$ cat config.mk
export PLATFORM = sky130hd
export DESIGN_NAME = seq_table_counter
export DESIGN_NICKNAME = d
export VERILOG_FILES = /design/src/rtl/seq_table_counter.sv
export SDC_FILE = /design/constraint.sdc
export NUM_CORES = 1
export LEC_CHECK = 0
export ABC_AREA = 1
export CAP_MARGIN = 15
export CORE_ASPECT_RATIO = 0.7
export CORE_MARGIN = 2
export CORE_UTILIZATION = 45
export DETAILED_ROUTE_END_ITERATION = 10
export GPL_ROUTABILITY_DRIVEN = 0
export MAX_ROUTING_LAYER = met4
export PLACE_DENSITY = 0.79
export SLEW_MARGIN = 5
export SYNTH_ARGS = -nofsm -noshare
export SYNTH_HDL_FRONTEND = slang
export SYNTH_SLANG_ARGS = --single-unit
$ cat constraint.sdc
create_clock -name clk -period 4.19 [get_ports clk]
set_input_delay 0.419 -clock clk [delete_from_list [all_inputs] [get_ports clk]]
set_output_delay 0.419 -clock clk [all_outputs]
set_load 0.02 [all_outputs]
$ cat src/rtl/seq_table_counter.sv
// Table-driven sequence counter: steps an index through a programmable flop table, with wrap/saturate ends and a tc pulse.
// Optional down stepping (dir port) is compiled in with `define SEQ_CNT_DOWN_EN.
module seq_table_counter #(
  parameter int WIDTH    = 4,
  parameter int DEPTH    = 7,
  parameter int IDXW     = $clog2(DEPTH),
  parameter int SATURATE = 0
) (
  input  logic             clk,
  input  logic             clear,
  input  logic             en,
`ifdef SEQ_CNT_DOWN_EN
  input  logic             dir,
`endif
  input  logic             load,
  input  logic [IDXW-1:0]  load_idx,
  input  logic             wr_en,
  input  logic [IDXW-1:0]  wr_addr,
  input  logic [WIDTH-1:0] wr_data,
  output logic [WIDTH-1:0] q,
  output logic [IDXW-1:0]  idx,
  output logic             tc
);

  localparam int DFLT [16] = '{1, 2, 3, 5, 7, 11, 13, 17, 19, 23, 29, 31, 37, 41, 43, 47};
  localparam logic [IDXW-1:0] LAST = IDXW'(DEPTH - 1);

  if (DEPTH < 2 || DEPTH > 16) begin : g_bad_depth
    $error("seq_table_counter: DEPTH must be in 2..16");
  end

  logic [WIDTH-1:0] tbl [DEPTH];
  logic [IDXW-1:0]  nxt_idx;
  logic             nxt_tc;
  logic [WIDTH-1:0] nxt_q;

  // One flop entry per table slot; out-of-range write addresses match no slot.
  for (genvar i = 0; i < DEPTH; i++) begin : g_tbl
    always_ff @(posedge clk) begin
      if (clear)                              tbl[i] <= WIDTH'(DFLT[i]);
      else if (wr_en && wr_addr == IDXW'(i))  tbl[i] <= wr_data;
    end
  end

  always_comb begin
    nxt_idx = idx;
    nxt_tc  = 1'b0;
    if (load) begin
      nxt_idx = (load_idx > LAST) ? LAST : load_idx;
    end else if (en) begin
`ifdef SEQ_CNT_DOWN_EN
      if (!dir) begin
        if (idx != '0) nxt_idx = idx - 1'b1;
        else begin
          nxt_tc = 1'b1;
          if (SATURATE == 0) nxt_idx = LAST;
        end
      end else
`endif
      begin
        if (idx != LAST) nxt_idx = idx + 1'b1;
        else begin
          nxt_tc = 1'b1;
          if (SATURATE == 0) nxt_idx = '0;
        end
      end
    end
  end

  // Forward a same-cycle write so q never shows a stale entry.
  assign nxt_q = (wr_en && wr_addr == nxt_idx) ? wr_data : tbl[nxt_idx];

  always_ff @(posedge clk) begin
    if (clear) begin
      idx <= '0;
      q   <= WIDTH'(DFLT[0]);
      tc  <= 1'b0;
    end else begin
      idx <= nxt_idx;
      q   <= nxt_q;
      tc  <= nxt_tc;
    end
  end

endmodule

---- Word level (Yosys, flattened, before mapping) ----
Memory sizes are Yosys's and may differ from the RTL's.
Cells that the tools add are included.
word-level totals
  input port bits ......................... 15
  register bits ........................... 8
  bits in writable memories ............... 28
  memories ................................ 1
cells by class
  equal/unequal tests ..................... 8
  reductions and logical operators ........ 10
  $add $sub $neg .......................... 1
  magnitude comparators ................... 1
  multiplexer cells ....................... 36
  bitwise operators ....................... 8
memories
  memory  words  width  rd ports  clocked after memory_dff  wr ports  RTL line  RTL
  tbl     7      4      1         0                         7         32        logic [WIDTH-1:0] tbl [DEPTH];
operators by type and width
  cell                 count
  $mux 4               8
  $mux 1               24
  $mux 3               4
  $eq 3x3->1 const B   3
  $logic_and 1x1->1    8
  $or 1x1->1           7
  $eq 3x2->1 const B   2
  $add 3x1->3 const B  1
  $eq 3x1->1 const B   1
  $eq 3x3->1           1
  $gt 3x3->1 const B   1
  $logic_not 3->1      1
  $ne 3x3->1 const B   1
  $reduce_or 3->1      1
  $not 1->1            1

---- Longest topological paths before layout ----
  word-level depth ........................ 7
  depth in mapped cells ................... 11
  depth with buffers taken out ............ 11

---- Least setup slack after synthesis ----
Ideal clock, no wire load.
  path kind ............................... reg-to-reg
  start point ............................. reg idx[0]
  end point ............................... reg q[2]
  clock period less this slack ............ 1483 ps
  data arrival time ....................... 1349 ps
  path slack .............................. 2707 ps
  cell stages (with the launch flop) ...... 11
  data required time ...................... 4057 ps
  path buffers ............................ 1
  cells stage by stage .................... dfxtp_1 -> inv_2 -> nand3_2 -> nand3_4 -> nand2_4 -> buf_6 -> nand2_1 -> nand3_1 -> nand3_1 -> nand3_1 -> a21oi_2
between the ends
  cells in the longest elaborated chain, start to end .. 7
ends and longest elaborated chain
  what                                                 RTL line  RTL
  start: declaration                                   21        output logic [IDXW-1:0] idx,
  start signal: assignment                             79        idx <= nxt_idx;
  $add 3x1->3 / $ne 3x3->1 (equally long branches)     61        if (idx != LAST) nxt_idx = idx + 1'b1;
  $mux 3                                               61
  $mux 3 *                                             50        end else if (en) begin
  $mux 3 *                                             48        if (load) begin
  branches (longest 2 deep; another with $mem_v2 7x4)  --
  $mux 4 *                                             71        assign nxt_q = (wr_en && wr_addr == nxt_idx) ? wr_data : tbl[nxt_idx];
  end signal: assignment                               76        q <= WIDTH'(DFLT[0]);
  end signal: assignment                               80        q <= nxt_q;
  end: declaration                                     20        output logic [WIDTH-1:0] q,
Mark *: on every way between the ends.
A chain may end at the register's enable or synchronous reset.

==> results by group <==
Synth
  • Dominant cells by area after synthesis: edfxtp_1 44%, nand2_1 11%, dfxtp_1 8.3%
  • Post-Synthesis Cells: 234
  • Synth top area share: 43.7%
  • Post-synthesis sequential area ratio: 52.0%
  • Yosys reg bits: 36
  • Synthesized area per cell: slightly above 8 um^2
  • Yosys cell types: 27
  • Synth Cell Area: 1930 um^2
  • Syn. warnings: 0
  • Cell taking the most area after synthesis: edfxtp_1
  • Post-synth net total: between 200 and 250

Floorplan
  • Die span in x: 82.2 um
  • # rows: 19
  • Ports: 23
  • Die Y: slightly below 60 um
  • Die ar.: 4830 um^2
  • Starting Density: 47.9%
  • Core Box Area: 4020 um^2

Timing
  • Fmax: 483 MHz
  • Period minus WS final: 2.07 ns
  • Final hold slack: between 0.5 and 0.6 ns
  • Final Cycle Share: 49.4%
  • Clock skew: 0.00426 ns
  • Unrepaired setup endpoints after global routing: false
  • Post-route setup slack: 2.12 ns
  • Slew headroom: roughly half
  • Setup TNS: 0 ns
  • Least-Margin Pin Slew: 0.775 ns
  • Hold Vio Cnt, Final: 0
  • Slew Limit Fails: 0
  • Setup-failing EPs final: 0

Global routing
  • Met1 global-route usage: 29.3%
  • Grt met2 use: 26.3%
  • First-pass GRT wire length: 6700 um
  • Grt total ovfl: 0
  • GR peak layer: met1
  • Vias in the first global route: approximately 1400
  • Initial antenna violation count: 0
  • GR Util met3: 5.21%
  • Overall routing resource usage: 20.0%
  • Pin count of the biggest net entering global routing: 20

Routing
  • Wire length per cell: 13.2 um
  • DRT iter0 DRCs: 104
  • Vias after detailed routing: 1531
  • Total routed wirelength: ~4100 um
  • Vias per std cell: 4.91
  • Total iterations of the first detailed-routing run: 4
  • Post-route antenna net violation count: 0
  • Drt drc: 0

Worst setup path
  • Worst-path maximum fanout: 19
  • Crit end category: flip-flop
  • R2r endpoint: q[0]
  • Worst r2r src: idx[0]
  • R2R depth: 11
  • Crit path DAT: about 2.0 ns
  • Reg-to-reg setup timing slack: between 2 and 2.5 ns
  • Worst Path Required: ~4.1 ns
  • Crit Path Class: in2reg
  • CP startpoint kind: primary input

Clock network
  • H-tree depth: 2
  • Worst-skew pair later-pin latency: 0.29 ns
  • CTS root buffer: clkbuf_8
  • # hold bufs at CTS: 0
  • CTS tree: built
  • Post-CTS sizing: 0
  • CTS sink cnt: 36
  • Clk slew on worst S/H paths: 0.07 ns
  • Post-CTS setup buffer count: 0
  • Num CTS Buffers: 5
  • Clock Path Buffers: 2

Power
  • Max rail drop VDD: 0.229 mV
  • Tot Pwr: just under 0.9 mW
  • Power per Cell Area: roughly 380 nW/um^2
  • Leakage power: 0.972 nW

Layout
  • N_diodes: 0
  • Final Non-Filler Cells: 312
  • Nets: 274
  • Fill count: 371
  • Layout cells sized above 1: 11.5%
  • Area Growth Syn to Fin: 19.2%
  • Design area: 2290 um^2
  • Utilization after layout: between 50% and 60%

Placement
  • Port bufs: 22
  • Placed cells: around 300
  • Hpwl dp: 3180 um
  • Post-placement setup slack: 1.85 ns
  • Post-DP Area: between 2000 and 2500 um^2

Worst hold path
  • Hold Crit Class: reg2reg
  • Worst hold path stage count: 2
  • Hold path endpoint: tc
  • Worst Min Path Start: idx[2]

Job
  • Max-cap violations: 0

Status
  • Status: finished clean
## cell type report
| class | instances | area (um^2) | share of cell area (%) |
|---|---|---|---|
| clock buffers | 6 | 72.6 | 3.16 |
| inverters | 43 | 161 | 7.03 |
| flip-flops and latches | 36 | 1000 | 43.6 |
| repair buffers | 22 | 220 | 9.60 |
| multi-input cells | 151 | 739 | 32.2 |
| well taps | 52 | 65.1 | 2.84 |
| clock inverters | 2 | 35.0 | 1.53 |
## power by group
| group | internal (mW) | total, mW | leakage [nW] | switching [mW] |
|---|---|---|---|---|
| Sequential | 0.410 | 0.420 | 0.341 | 0.00984 |
| Clock | 0.176 | 0.302 | 0.0552 | 0.125 |
| Combinational | 0.0575 | 0.154 | 0.576 | 0.0967 |
| Total | 0.644 | 0.876 | 0.972 | 0.232 |
## sequential cells by signal, indices dropped and copies added (netlist names)
| register | cells |
|---|---|
| tbl | 28 |
| q | 4 |
| idx | 3 |
| tc | 1 |
## cells in the final DEF (no fill, tap or decap), drive strengths merged
cell           instances
or2                    2
edfxtp                28
dfxtp                  8
nor3                   3
nand3                 32
clkinv                 2
nor4                   3
nand2                 64
clkdlybuf4s50         22
bufinv                 1
a21oi                 11
inv                   42
o21ai                  7
nor2                  27
o211ai                 1
clkbuf                 6
nand4                  1
## critical path, cell delays in order
cell             delay (ns)
clkdlybuf4s50_1        0.97
inv_1                  0.31
o21ai_0                0.30
## routing by layer
metal  part of all wire, %  wire (um)
met3                   7.8        320
met1                    49       2020
met4                   1.8         72
met5                     0          0
met2                    41       1700
## synth_stat cells
cell type and instances:
nor2_4 1, nand2_1 56, nand2_2 6, inv_2 4, a21oi_2 4, nand3_2 4
buf_2 1, nand3_4 1, clkinv_1 1, dfxtp_1 8, a21oi_1 7, nor2_1 26
nor3_1 3, buf_1 1, edfxtp_1 28, nand4_1 1, nor4_1 3, o21ai_0 2
inv_1 38, nand3_1 27, o211ai_1 1, or2_4 1, or2_0 1, buf_6 1
clkbuf_1 1, o21ai_1 5, nand2_4 2
## kinds of logic (layout without fill, tap and decap cells)
logic type             after synthesis  in the layout  synth area share, %
flip-flops                          36             36                 52.0
AO/OA/AOI/OAI                       19             19                 5.85
AND/OR/NAND/NOR                    132            132                 32.6
buffers and inverters               47             73                 9.62
## how the worst max path moves through the flow
stage | from | end | slack, ns | cells after the start
global placement | clear | tbl[6][0] | 1.94 | 3
floorplan | idx[0] | q[2] | 2.71 | 10
finish | clear | tbl[6][0] | 2.12 | 3
detailed placement | clear | tbl[5][0] | 1.85 | 3
CTS | clear | tbl[5][2] | 2.16 | 3
global route | en | q[0] | 1.98 | 12
Power figures use the tool's default switching activity.
